### config.mk
export PLATFORM = sky130hd
export DESIGN_NAME = jpeg_input_block_flat
export DESIGN_NICKNAME = d
export VERILOG_FILES = /design/src/rtl/jpeg_input_block_if.sv /design/src/rtl/jpeg_input_block.sv /design/src/flat_wrapper.sv
export SDC_FILE = /design/constraint.sdc
export NUM_CORES = 1
export LEC_CHECK = 0
export BUFFER_PORTS_ARGS = -buffer_cell sky130_fd_sc_hd__clkbuf_2
export CAP_MARGIN = 20
export CORE_UTILIZATION = 40
export DETAILED_ROUTE_END_ITERATION = 16
export PLACE_DENSITY = 0.62
export SLEW_MARGIN = 5
export SYNTH_ARGS = -nofsm -noshare
export SYNTH_HDL_FRONTEND = slang
export SYNTH_SLANG_ARGS = --single-unit
### constraint.sdc
create_clock -name clk_i -period 3.4 [get_ports clk_i]
set_input_delay 0.51 -clock clk_i [delete_from_list [all_inputs] [get_ports clk_i]]
set_output_delay 0.51 -clock clk_i [all_outputs]
set_load 0.02 [all_outputs]
### src/rtl/jpeg_input_block_if.sv
// Handshake buses around jpeg_input_block: RGB pixel input and YCbCr sample output.
interface jpeg_pixel_if;
    logic        valid;
    logic [15:0] pixel_x;
    logic [15:0] pixel_y;
    logic [7:0]  pixel_r;
    logic [7:0]  pixel_g;
    logic [7:0]  pixel_b;
    logic        accept;

    modport master (
        output valid, pixel_x, pixel_y, pixel_r, pixel_g, pixel_b,
        input  accept
    );
    modport slave (
        input  valid, pixel_x, pixel_y, pixel_r, pixel_g, pixel_b,
        output accept
    );
endinterface

interface jpeg_sample_if;
    logic        valid;
    logic [31:0] data;
    logic [5:0]  idx;
    logic [31:0] id;
    logic        accept;

    modport master (
        output valid, data, idx, id,
        input  accept
    );
    modport slave (
        input  valid, data, idx, id,
        output accept
    );
endinterface

### src/rtl/jpeg_input_block.sv
// RGB 8x8-block pixel stream to level-shifted Y/Cb/Cr sample blocks for the forward DCT.
// Define JPEG_INPUT_YCBCR_EN to build the Cb/Cr buffers and replay states; otherwise Y only.
module jpeg_input_block (
    input  logic          clk_i,
    input  logic          rst_i,
    input  logic          img_start_i,
    input  logic          img_end_i,
    input  logic [1:0]    img_mode_i,
    output logic          idle_o,
    jpeg_pixel_if.slave   inport,
    jpeg_sample_if.master outport
);
    localparam int unsigned IDX_W     = 6;
    localparam int unsigned REP_W     = 7;
    localparam int unsigned DATA_W    = 32;
    localparam int unsigned FRAC_W    = 12;
    localparam int unsigned BLK_LAST  = 63;
    localparam int unsigned EOF_WORDS = 64;
    localparam int unsigned BY_W      = 14;
    localparam int unsigned BX_W      = 16;

    localparam logic [1:0] TYPE_Y   = 2'd0;
    localparam logic [1:0] TYPE_EOF = 2'd3;
`ifdef JPEG_INPUT_YCBCR_EN
    localparam logic [1:0] TYPE_CB  = 2'd1;
    localparam logic [1:0] TYPE_CR  = 2'd2;
`endif

    typedef enum logic [2:0] {
        ST_IDLE = 3'd0,
        ST_Y    = 3'd1,
`ifdef JPEG_INPUT_YCBCR_EN
        ST_CB   = 3'd2,
        ST_CR   = 3'd3,
`endif
        ST_EOF  = 3'd4
    } state_t;

    state_t              state_q;
    logic [IDX_W-1:0]    cnt_q;
    logic [REP_W-1:0]    rep_q;
    logic                end_pend_q;
    logic [BY_W-1:0]     blk_y_q;
    logic [BX_W-1:0]     blk_x_q;
    logic                out_valid_q;
    logic [DATA_W-1:0]   out_data_q;
    logic [IDX_W-1:0]    out_idx_q;
    logic [DATA_W-1:0]   out_id_q;
    logic                idle_q;

    function automatic logic [DATA_W-1:0] make_id(input logic [1:0] kind,
                                                  input logic [BY_W-1:0] by,
                                                  input logic [BX_W-1:0] bx);
        return {kind, by, bx};
    endfunction

    // Handshake qualifiers; unsupported modes swallow pixels without producing output
    logic mode_ok_c;
    logic out_space_c;
    logic eof_go_c;
    logic pix_fire_c;

    assign mode_ok_c   = (img_mode_i == 2'd0) || (img_mode_i == 2'd1);
    assign out_space_c = !out_valid_q || outport.accept;
    assign eof_go_c    = (state_q == ST_Y) && (cnt_q == '0) && end_pend_q;
    assign inport.accept = mode_ok_c ? (out_space_c && (state_q == ST_Y) && !eof_go_c) : 1'b1;
    assign pix_fire_c  = inport.valid && inport.accept && mode_ok_c;

    // Block id comes from the first pixel of the block; later coordinates are ignored
    logic [BY_W-1:0] blk_y_c;
    logic [BX_W-1:0] blk_x_c;

    assign blk_y_c = (cnt_q == '0) ? BY_W'(inport.pixel_y >> 3) : blk_y_q;
    assign blk_x_c = (cnt_q == '0) ? BX_W'(inport.pixel_x >> 3) : blk_x_q;

    logic signed [DATA_W-1:0] r_s;
    logic signed [DATA_W-1:0] g_s;
    logic signed [DATA_W-1:0] b_s;
    logic signed [DATA_W-1:0] y_sum_c;
    logic signed [DATA_W-1:0] y_c;

    assign r_s     = $signed(DATA_W'(inport.pixel_r));
    assign g_s     = $signed(DATA_W'(inport.pixel_g));
    assign b_s     = $signed(DATA_W'(inport.pixel_b));
    assign y_sum_c = 32'sd1225 * r_s + 32'sd2404 * g_s + 32'sd467 * b_s;
    assign y_c     = (y_sum_c >>> FRAC_W) - 32'sd128;

`ifdef JPEG_INPUT_YCBCR_EN
    logic signed [DATA_W-1:0] cb_sum_c;
    logic signed [DATA_W-1:0] cr_sum_c;
    logic [7:0]               cb8_c;
    logic [7:0]               cr8_c;
    logic [7:0]               cb_buf_q [64];
    logic [7:0]               cr_buf_q [64];
    logic [7:0]               cb_rd_c;
    logic [7:0]               cr_rd_c;

    // Chroma always lands in -128..127, so 8 bits hold it exactly
    assign cb_sum_c = 32'sd2048 * b_s - 32'sd691 * r_s - 32'sd1357 * g_s;
    assign cr_sum_c = 32'sd2048 * r_s - 32'sd1715 * g_s - 32'sd333 * b_s;
    assign cb8_c    = 8'(cb_sum_c >>> FRAC_W);
    assign cr8_c    = 8'(cr_sum_c >>> FRAC_W);
    assign cb_rd_c  = cb_buf_q[rep_q[IDX_W-1:0]];
    assign cr_rd_c  = cr_buf_q[rep_q[IDX_W-1:0]];

    always_ff @(posedge clk_i) begin
        if (pix_fire_c) begin
            cb_buf_q[cnt_q] <= cb8_c;
            cr_buf_q[cnt_q] <= cr8_c;
        end
    end

    function automatic logic [DATA_W-1:0] sext8(input logic [7:0] v);
        return {{(DATA_W-8){v[7]}}, v};
    endfunction
`endif

    // Control FSM and registered output stage
    always_ff @(posedge clk_i or posedge rst_i) begin
        if (rst_i) begin
            state_q     <= ST_IDLE;
            cnt_q       <= '0;
            rep_q       <= '0;
            end_pend_q  <= 1'b0;
            blk_y_q     <= '0;
            blk_x_q     <= '0;
            out_valid_q <= 1'b0;
            out_data_q  <= '0;
            out_idx_q   <= '0;
            out_id_q    <= '0;
            idle_q      <= 1'b1;
        end else if (img_start_i) begin
            state_q     <= ST_Y;
            cnt_q       <= '0;
            rep_q       <= '0;
            end_pend_q  <= 1'b0;
            out_valid_q <= 1'b0;
            idle_q      <= 1'b0;
        end else begin
            if (img_end_i) begin
                end_pend_q <= 1'b1;
            end
            if (out_space_c) begin
                out_valid_q <= 1'b0;
            end

            case (state_q)
                ST_Y: begin
                    if (eof_go_c) begin
                        state_q    <= ST_EOF;
                        end_pend_q <= 1'b0;
                        rep_q      <= '0;
                    end else if (pix_fire_c) begin
                        out_valid_q <= 1'b1;
                        out_data_q  <= y_c;
                        out_idx_q   <= cnt_q;
                        out_id_q    <= make_id(TYPE_Y, blk_y_c, blk_x_c);
                        blk_y_q     <= blk_y_c;
                        blk_x_q     <= blk_x_c;
                        cnt_q       <= cnt_q + IDX_W'(1);
`ifdef JPEG_INPUT_YCBCR_EN
                        if ((cnt_q == IDX_W'(BLK_LAST)) && (img_mode_i == 2'd1)) begin
                            state_q <= ST_CB;
                            rep_q   <= '0;
                        end
`endif
                    end
                end
`ifdef JPEG_INPUT_YCBCR_EN
                ST_CB: begin
                    if (out_space_c) begin
                        out_valid_q <= 1'b1;
                        out_data_q  <= sext8(cb_rd_c);
                        out_idx_q   <= rep_q[IDX_W-1:0];
                        out_id_q    <= make_id(TYPE_CB, blk_y_q, blk_x_q);
                        if (rep_q == REP_W'(BLK_LAST)) begin
                            rep_q   <= '0;
                            state_q <= ST_CR;
                        end else begin
                            rep_q <= rep_q + REP_W'(1);
                        end
                    end
                end
                ST_CR: begin
                    if (out_space_c) begin
                        out_valid_q <= 1'b1;
                        out_data_q  <= sext8(cr_rd_c);
                        out_idx_q   <= rep_q[IDX_W-1:0];
                        out_id_q    <= make_id(TYPE_CR, blk_y_q, blk_x_q);
                        if (rep_q == REP_W'(BLK_LAST)) begin
                            rep_q   <= '0;
                            state_q <= ST_Y;
                        end else begin
                            rep_q <= rep_q + REP_W'(1);
                        end
                    end
                end
`endif
                ST_EOF: begin
                    // Stay until the last EOF word has been taken, then report idle
                    if (out_space_c) begin
                        if (rep_q == REP_W'(EOF_WORDS)) begin
                            rep_q   <= '0;
                            state_q <= ST_IDLE;
                            idle_q  <= 1'b1;
                        end else begin
                            out_valid_q <= 1'b1;
                            out_data_q  <= '0;
                            out_idx_q   <= rep_q[IDX_W-1:0];
                            out_id_q    <= {TYPE_EOF, 30'd0};
                            rep_q       <= rep_q + REP_W'(1);
                        end
                    end
                end
                default: begin
                end
            endcase
        end
    end

    assign outport.valid = out_valid_q;
    assign outport.data  = out_data_q;
    assign outport.idx   = out_idx_q;
    assign outport.id    = out_id_q;
    assign idle_o        = idle_q;

endmodule

### src/flat_wrapper.sv
// flat-port wrapper written by rule: the top's interface ports become plain ports
module jpeg_input_block_flat 
  (clk_i, rst_i, img_start_i, img_end_i, img_mode_i, idle_o, inport_valid, inport_pixel_x, inport_pixel_y, inport_pixel_r, inport_pixel_g, inport_pixel_b, inport_accept, outport_valid, outport_data, outport_idx, outport_id, outport_accept);
  jpeg_pixel_if inport_i ();
  jpeg_sample_if outport_i ();
  input  logic clk_i;
  input  logic rst_i;
  input  logic img_start_i;
  input  logic img_end_i;
  input  logic [1:0] img_mode_i;
  output logic idle_o;
  input wire logic [$bits(inport_i.valid)-1:0] inport_valid;
  input wire logic [$bits(inport_i.pixel_x)-1:0] inport_pixel_x;
  input wire logic [$bits(inport_i.pixel_y)-1:0] inport_pixel_y;
  input wire logic [$bits(inport_i.pixel_r)-1:0] inport_pixel_r;
  input wire logic [$bits(inport_i.pixel_g)-1:0] inport_pixel_g;
  input wire logic [$bits(inport_i.pixel_b)-1:0] inport_pixel_b;
  output wire logic [$bits(inport_i.accept)-1:0] inport_accept;
  output wire logic [$bits(outport_i.valid)-1:0] outport_valid;
  output wire logic [$bits(outport_i.data)-1:0] outport_data;
  output wire logic [$bits(outport_i.idx)-1:0] outport_idx;
  output wire logic [$bits(outport_i.id)-1:0] outport_id;
  input wire logic [$bits(outport_i.accept)-1:0] outport_accept;
  assign inport_i.valid = inport_valid;
  assign inport_i.pixel_x = inport_pixel_x;
  assign inport_i.pixel_y = inport_pixel_y;
  assign inport_i.pixel_r = inport_pixel_r;
  assign inport_i.pixel_g = inport_pixel_g;
  assign inport_i.pixel_b = inport_pixel_b;
  assign inport_accept = inport_i.accept;
  assign outport_valid = outport_i.valid;
  assign outport_data = outport_i.data;
  assign outport_idx = outport_i.idx;
  assign outport_id = outport_i.id;
  assign outport_i.accept = outport_accept;
  jpeg_input_block u_core (.clk_i(clk_i), .rst_i(rst_i), .img_start_i(img_start_i), .img_end_i(img_end_i), .img_mode_i(img_mode_i), .idle_o(idle_o), .inport(inport_i), .outport(outport_i));
endmodule
# After elaboration in Yosys (flattened, before gate mapping)
# Cells that the tools add are included.
[op_classes]
n_reduce_logical = 25
muxes = 47
n_bitwise = 2
eq_ne = 12
mul = 3
n_addsub = 5
[op_table]
columns = ["operator", "count"]
rows = [
  ["32-bit two-way mux", 8],
  ["32-bit case mux with 2 select lines", 2],
  ["6-bit two-way mux", 8],
  ["32-bit by 18-bit adder with 32-bit output", 1],
  ["32-bit adder", 1],
  ["7-bit two-way mux", 4],
  ["20-bit by 9-bit subtractor with 21-bit output, second input constant", 1],
  ["11-bit by 8-bit multiplier with 19-bit output, first input constant", 1],
  ["10-bit by 8-bit multiplier with 18-bit output, first input constant", 1],
  ["9-bit by 8-bit multiplier with 17-bit output, first input constant", 1],
  ["16-bit two-way mux", 1],
  ["1-bit two-way mux", 15],
  ["14-bit two-way mux", 1],
  ["7-bit case mux with 2 select lines", 1],
  ["3-bit two-way mux", 4],
  ["6-bit case mux with 2 select lines", 1],
  ["2-bit nonzero test", 6],
  ["3-bit by 2-bit inequality test with 1-bit output, second input constant", 3],
  ["3-bit AND reduction", 3],
  ["4-bit AND reduction", 2],
  ["7-bit by 1-bit adder with 7-bit output, second input constant", 1],
  ["7-bit == test, second input constant", 1],
  ["6-bit by 1-bit adder with 6-bit output, second input constant", 1],
  ["1-bit logical AND", 6],
  ["14 further kinds", 20],
]
[totals]
regBits = 119
inputBits = 64

# Depth between registers and ports, before layout
# Gate-level depths: netlist of run 1.
[depth]
depth_word = 12
mapped_depth = 27
depth_no_buf = 27

# Least setup slack after synthesis of run 1
# Ideal clock, no wire load.
[synth_timing]
path_type = "input -> register"
from = "input port inport_pixel_b[2]"
to = "register u_core.out_data_q[8] (netlist: u_core.outport.data[8])"
setup_slack_ns = -2.779
cell_stages = 26
path_buffers = 0
arrival_time_ns = 6.083
required_time_ns = 3.304
path_cell_list = "inv_1 -> fa_1 -> inv_1 -> ha_1 -> fa_1 -> inv_1 -> fa_1 -> inv_1 -> ha_1 -> o21a_1 -> o21a_1 -> nor3_1 -> o41ai_1 -> a31oi_1 -> xnor2_1 -> fa_1 -> inv_1 -> ha_1 -> a21oi_1 -> o21ai_0 -> nor2_1 -> a21bo_2 -> a21o_1 -> and2_1 -> ha_1 -> o31ai_1"
[synth_between]
elab_chain_cells = 6
[synth_lines]
columns = ["element", "line_no", "rtl"]
rows = [
  ["start: declaration", "flat_wrapper.sv:17", "input wire logic [$bits(inport_i.pixel_b)-1:0] inport_pixel_b;"],
  ["9-bit by 8-bit multiplier with 17-bit output", "jpeg_input_block.sv:85", "assign y_sum_c = 32'sd1225 * r_s + 32'sd2404 * g_s + 32'sd467 * b_s;"],
  ["32-bit by 18-bit adder with 32-bit output", "jpeg_input_block.sv:85", ""],
  ["20-bit by 9-bit subtractor with 21-bit output", "jpeg_input_block.sv:86", "assign y_c = (y_sum_c >>> FRAC_W) - 32'sd128;"],
  ["32-bit two-way mux", "jpeg_input_block.sv:153", "end else if (pix_fire_c) begin"],
  ["32-bit two-way mux", "jpeg_input_block.sv:149", "if (eof_go_c) begin"],
  ["32-bit case mux with 2 select lines", "jpeg_input_block.sv:147", "case (state_q)"],
  ["end signal: assignment", "jpeg_input_block.sv:155", "out_data_q <= y_c;"],
  ["end: declaration", "jpeg_input_block.sv:46", "logic [DATA_W-1:0] out_data_q;"],
]
# Every way passes these cells. The select of a mux whose other input is x is not followed.
# A chain may end at the register's enable or synchronous reset.

# Worst setup path after layout of run 1
[layout_timing]
from = "input port inport_pixel_g[6]"
to = "register u_core.out_data_q[8] (netlist: u_core.outport.data[8])"
[layout_between]
elab_chain_cells = 7
[layout_lines]
columns = ["element", "line_no", "rtl"]
rows = [
  ["start: declaration", "flat_wrapper.sv:16", "input wire logic [$bits(inport_i.pixel_g)-1:0] inport_pixel_g;"],
  ["10-bit by 8-bit multiplier with 18-bit output", "jpeg_input_block.sv:85", ""],
  ["32-bit adder", "jpeg_input_block.sv:85", ""],
  ["32-bit by 18-bit adder with 32-bit output", "jpeg_input_block.sv:85", ""],
  ["20-bit by 9-bit subtractor with 21-bit output", "jpeg_input_block.sv:86", ""],
  ["32-bit two-way mux", "jpeg_input_block.sv:153", ""],
  ["32-bit two-way mux", "jpeg_input_block.sv:149", ""],
  ["32-bit case mux with 2 select lines", "jpeg_input_block.sv:147", ""],
]
# Every way passes these cells. The select of a mux whose other input is x is not followed.

==> results of run 1 <==
## worst min path at each step
stage                                                  from                                 to  slack [ps]  cells after the start
after floorplan                 u_core.rep_q[6]$_DFFE_PP0P_        u_core.rep_q[6]$_DFFE_PP0P_         450                      1
after global placement     u_core.outport.id[9]$_DFFE_PP0P_   u_core.outport.id[9]$_DFFE_PP0P_         460                      2
after detailed placement  u_core.outport.id[17]$_DFFE_PP0P_  u_core.outport.id[17]$_DFFE_PP0P_         470                      2
after CTS                                             rst_i      u_core.blk_y_q[4]$_DFFE_PP0P_         310                      2
after global routing                                  rst_i      u_core.blk_y_q[4]$_DFFE_PP0P_         360                      2
final                                                 rst_i      u_core.blk_y_q[4]$_DFFE_PP0P_         280                      2
## area by class of cell
class / count / area [um^2]
Clock buffer: 9 / 225
Clock inverter: 7 / 73.8
Fill cell: 2096 / 10500
Inverter: 142 / 551
Multi-Input combinational cell: 686 / 6710
Sequential cell: 95 / 2380
Tap cell: 313 / 392
Timing Repair Buffer: 301 / 2020
## through the flow
step	hold slack, ps	instance area [um^2]	std cells	setup slack, ps	setup TNS [ps]
finish	284	12300	1553	-2120	-18750
global route	363	12300	1553	-2370	-20880
CTS	308	12300	1553	-2200	-19230
detailed placement	469	11800	1525	-2660	-23200
global placement	462	11800	1525	-2570	-22880
floorplan	446	9780	968	-2210	-17510
## logic make-up after synthesis
group           synth area share, %
compound gates                 12.5
xor+xnor                       3.45
fa+ha+maj                      33.1
buf+inv                        8.72
flops                          25.4
mux                            6.85
simple gates                   10.0
## flip-flops by register name (all words and copies together), names as in the netlist
signal and cells:
u_core.rep_q 7, u_core.cnt_q 6, u_core.outport.valid 1, u_core.outport.data 10, u_core.blk_x_q 16, u_core.outport.id 31
u_core.outport.idx 6, u_core.idle_o 1, u_core.blk_y_q 14, u_core.state_q 2, u_core.end_pend_q 1
## layer usage
metal	share of wire, %	global-route usage [%]	vias to the layer above	wire (um)
met2	47	32.3	111	10100
met1	49	26.5	3557	10700
li1	-	-	3830	-
met5	0	0	-	0
met3	2.5	1.87	29	550
met4	1.3	4.20	0	291
## layout by cell type, fill, tap and decap left out, types with 27 or more instances in the layout
cell type  Yosys  routed
inv_1        142     126
mux2i_1       35      35
fa_1          55      53
clkbuf_2       1     126
a21oi_1       35      27
nand2_1       66      65
o21ai_0       63      58
nor2_1        43      42
dfrtp_1       94      94
buf_4         24     165
ha_1         160     138
## what timing repair did
| action | 4_1_cts | 5_1_grt |
|---|---|---|
| hold buffers | 0 | 0 |
| gates cloned | 0 | 0 |
| pin swaps | 36 | 12 |
| gates resized for setup | 30 | 13 |
| setup endpoints to repair | 10 | 10 |
| setup buffers | 13 | 0 |
## critical path: cells and delay by family
family	cells	cell delay, ps
buf+inv	4	290
compound gates	8	1440
xor+xnor	1	220
fa+ha+maj	8	2870
simple gates	3	430
==> run_results.csv, run 1 <==
group,metric,value,unit
outcome,outcome,"finished, violations left",
outcome,violations,"negative setup slack",
placed_design,gp_congestion,0.857,
setup_path,end_kind,"flop",
grt,grt_pass1_wl,37.0,mm
synthesis,synthTopCellsByArea,"dfrtp_1 25%, ha_1 21%, fa_1 12%",
synthesis,synth-seq-cells,95,
clock_network,root_buffer,"clkbuf_16",
synthesis,synth-main-ff-cell,"dfrtp_1",
setup_path,critical_path.cell_chain,"clkbuf_16 -> ha_4 -> inv_2 -> fa_1 -> inv_2 -> fa_1 -> fa_1 -> ha_4 -> o21a_1 -> o21a_1 -> and3_1 -> a2111oi_4 -> xor2_1 -> fa_1 -> inv_2 -> ha_4 -> a21oi_4 -> o21ai_2 -> nor2_1 -> a21bo_2 -> a21o_1 -> and2_4 -> ha_4 -> o31ai_2",
sta,finClkSkew,9.65,ps
clock_network,cts_tree,"built",
route,routedWlPerCell,13.9,um
synthesis,synth_area,9380,um^2
synthesis,synth.distinct_cells,64,
synthesis,synth_top_area_share,25.1,%
clock_network,cts_inserted_buffers,9,
sta,slew_headroom,48.8,%
floorplanning,die_h,155,um
synthesis,synth_edf_count,0,
route,drtIter0Drc,342,
synthesis,synthCells,968,
sta,max_freq,181,MHz
clock_network,path_clk_slew,80,ps
synthesis,asyncSetResetFlopFracSynth,100,%
final_layout,drive_gt1_share,34.8,%
synthesis,syn-num-nets,1247,
sta,setup_viol,10,
sta,finalHoldViolCount,0,
final_layout,n_antenna_cell,0,
floorplanning,fp.dieArea,24100,um^2
setup_path,reg2reg_slack,800,ps
route,drt_pass1_iterations,5,
route,via_per_inst,4.85,
clock_network,cts_buffer_depth,2,
sta,worst_slack,-2120,ps
setup_path,r2r_end,"u_core.outport.data[2]$_DFFE_PP0P_",
grt,antenna_found_initial,0,
setup_path,timing_worst_setup_path_type,"in2reg",
setup_path,ff2ff_path_depth,7,
setup_path,crit_fanout,3,
synthesis,yosys_warnings,0,
hold_path,min-delay-path-class,"in2async",
setup_path,crit_path_start,"inport_pixel_g[6]",
sta,worst_pin_slew,769,ps
placed_design,detailed_place_hpwl,17.6,mm
grt,grt-ovfl-total,0,
route,vias,7527,
route,ant_nets,0,
grt,grt_usage,19.1,%
synthesis,syn_avg_cell_area,9.69,um^2
sta,rsz0062_at_grt,"yes",
placed_design,portBuffers,129,
setup_path,r2r-start,"u_core.cnt_q[0]$_DFFE_PP0P_",
setup_path,required,3650,ps
setup_path,max_stage_delay,570,ps
route,route.detailed.drc,0,
synthesis,synthTopCellsByCount,"160 x ha_1, 142 x inv_1, 94 x dfrtp_1",
sta,drv_slew,0,
grt,grt_max_degree,62,
sta,period_minus_slack,5520,ps
clock_network,clkLatencyLatePin,350,ps
job,cap_violations,0,
floorplanning,core,22800,um^2
floorplanning,die_w,155,um
route,totalWireLength,21.7,mm
final_layout,final_nets,1514,
setup_path,crit_arrival,5770,ps
clock_network,h-tree-depth,3,
floorplanning,num_io_pins,137,
synthesis,yosysMostFrequentCell,"ha_1",
setup_path,endpoint,"u_core.outport.data[8]$_DFFE_PP0P_",
clock_network,clkSinkCount,95,
grt,grt_pass1_vias,7693,
synthesis,ys_seq_area_share,25.4,%
floorplanning,start_util,41.1,%
final_layout,utilization,54.0,%
final_layout,area_growth,31.6,%
synthesis,synth_area_leader_cell,"dfrtp_1",
setup_path,slowest_stage,"fa_1",
floorplanning,rows,55,
sta,fin_crit_sh,162,%
setup_path,start_kind,"primary input",
Power of run 1 is not shown: default switching activity piles up to over one toggle a cycle in this logic, so the estimate is an artifact.
==> inputs of run 2 (changes only) <==
--- a/config.mk
+++ b/config.mk
@@ -7,9 +7,11 @@
 export LEC_CHECK = 0
 export BUFFER_PORTS_ARGS = -buffer_cell sky130_fd_sc_hd__clkbuf_2
 export CAP_MARGIN = 20
+export CORE_ASPECT_RATIO = 1.5
 export CORE_UTILIZATION = 40
 export DETAILED_ROUTE_END_ITERATION = 16
 export PLACE_DENSITY = 0.62
+export SKIP_LAST_GASP = 1
 export SLEW_MARGIN = 5
 export SYNTH_ARGS = -nofsm -noshare
 export SYNTH_HDL_FRONTEND = slang
==> run 2 against run 1 <==
Effect of this change:
- the flow still finishes with violations (negative setup slack)
- wire length up 4.0%
- core utilization is 0.26 points lower
- sequential cell count did not move
- critical path depth increased by 2
- sequential share of layout area fell by 0.082 points
- setup slack got worse by 36 ps
- cell count increased by 0.39%
- first-iteration DRC count shrank 65%
- count of clock-buffer cells in the layout unchanged
- critical path type unchanged
- critical endpoint unchanged
==> run_results.csv, run 2 (synthesized netlist as in run 1, its figures left out) <==
group,metric,value,unit
outcome,outcome,"finished, violations left",
outcome,violations,"negative setup slack",
clock_network,cts_tree,"built",
floorplanning,start_util,40.7,%
sta,slew_headroom,42.3,%
grt,antenna_found_initial,0,
setup_path,max_stage_delay,540,ps
clock_network,root_buffer,"clkbuf_16",
hold_path,min-delay-path-class,"in2async",
final_layout,final_area,12400,um^2
sta,period_minus_slack,5550,ps
setup_path,path_buf_inv,7,
final_layout,fillers,2078,
clock_network,clkLatencyLatePin,340,ps
final_layout,area_growth,32.2,%
sta,drv_slew,0,
grt,grt_usage,19.3,%
setup_path,crit_fanout,3,
clock_network,h-tree-depth,3,
placed_design,portBuffers,129,
route,routedWlPerCell,14.4,um
floorplanning,core,23100,um^2
setup_path,crit_arrival,5800,ps
route,vias,7650,
route,totalWireLength,22.5,mm
sta,fin_crit_sh,163,%
route,route.detailed.drc,0,
floorplanning,die_w,127,um
route,via_per_inst,4.91,
sta,finalHoldViolCount,0,
route,ant_nets,0,
grt,grt-ovfl-total,0,
grt,grt_pass1_vias,7921,
route,drt_pass1_iterations,4,
sta,rsz0062_at_grt,"yes",
job,cap_violations,0,
clock_network,cts_inserted_buffers,9,
setup_path,timing_worst_setup_path_type,"in2reg",
final_layout,drive_gt1_share,35.0,%
placed_design,place_area,11800,um^2
sta,worst_pin_slew,865,ps
final_layout,largest_register_ff_count,31,
sta,worst_slack,-2150,ps
grt,grt_max_degree,73,
setup_path,end_kind,"flop",
final_layout,final_common_cell,"buf_4",
placed_design,gp_congestion,0.822,
floorplanning,die_h,190,um
sta,finClkSkew,6.09,ps
setup_path,start_kind,"primary input",
setup_path,required,3640,ps
setup_path,cp_top_family,"adder cells",
grt,grt_pass1_wl,37.3,mm
floorplanning,num_io_pins,137,
sta,max_freq,180,MHz
clock_network,clkSinkCount,95,
final_layout,final_nets,1518,
final_layout,layout_common_cells,"169 x buf_4, 136 x ha_1, 127 x inv_1",
placed_design,pre_cts_slack,-2660,ps
clock_network,cts_buffer_depth,2,
setup_path,slowest_stage,"fa_1",
clock_network,path_clk_slew,70,ps
setup_path,r2r-start,"u_core.cnt_q[0]$_DFFE_PP0P_",
sta,setup_viol,10,
final_layout,utilization,53.8,%
route,drtIter0Drc,121,
setup_path,crit_path_start,"inport_pixel_b[4]",
floorplanning,rows,68,
floorplanning,fp.dieArea,24100,um^2
final_layout,n_antenna_cell,0,
placed_design,detailed_place_hpwl,18.3,mm
==> run 2: area by class of cell <==
class	count	area, um^2	area share (%)
clock buffer	9	225	1.82
timing repair buffer	305	2050	16.5
sequential	95	2380	19.2
multi-input combinational	686	6740	54.3
tap	315	394	3.18
inverter	142	551	4.44
clock inverter	7	65.1	0.525
==> run 2: metrics by stage <==
| step | setup TNS (ps) | instances | hold WS, ps |
|---|---|---|---|
| finish | -19440 | 1559 | 338 |
| global route | -21730 | 1559 | 400 |
| CTS | -19550 | 1551 | 378 |
| detailed placement | -23660 | 1531 | 471 |
| global placement | -23310 | 1531 | 460 |
| floorplan | -17510 | 968 | 446 |
==> run 2: metal layers <==
metal / up-vias / wire length [um] / global-route usage, %
met2: 120 / 12500 / 38.2
met4: 0 / 653 / 7.19
met5: - / 0 / 0
met3: 37 / 749 / 2.47
li1: 3824 / - / -
met1: 3669 / 8650 / 20.4
==> run 2: worst paths after layout <==
path                            slack [ps]  depth (start not counted)                                  to
worst max register to register         850                          8       u_core.blk_y_q[4]$_DFFE_PP0P_
max in group asynchronous             2330                          3    u_core.outport.id[6]$_DFFE_PP0P_
worst max-delay path                 -2150                         26  u_core.outport.data[8]$_DFFE_PP0P_
worst min-delay path                   340                          2         u_core.end_pend_q$_DFF_PP0_
worst min register to register         490                          2  u_core.outport.data[1]$_DFFE_PP0P_
min in group clk_i                     400                          2       u_core.blk_y_q[0]$_DFFE_PP0P_
==> run 2: repair_timing <==
action	4_1_cts	5_1_grt
pin swaps	19	15
endpoints found under the setup margin	10	10
resized for setup	21	26
hold buffers	0	0
setup buffers	5	10
Power of run 2 is left out for the same reason.
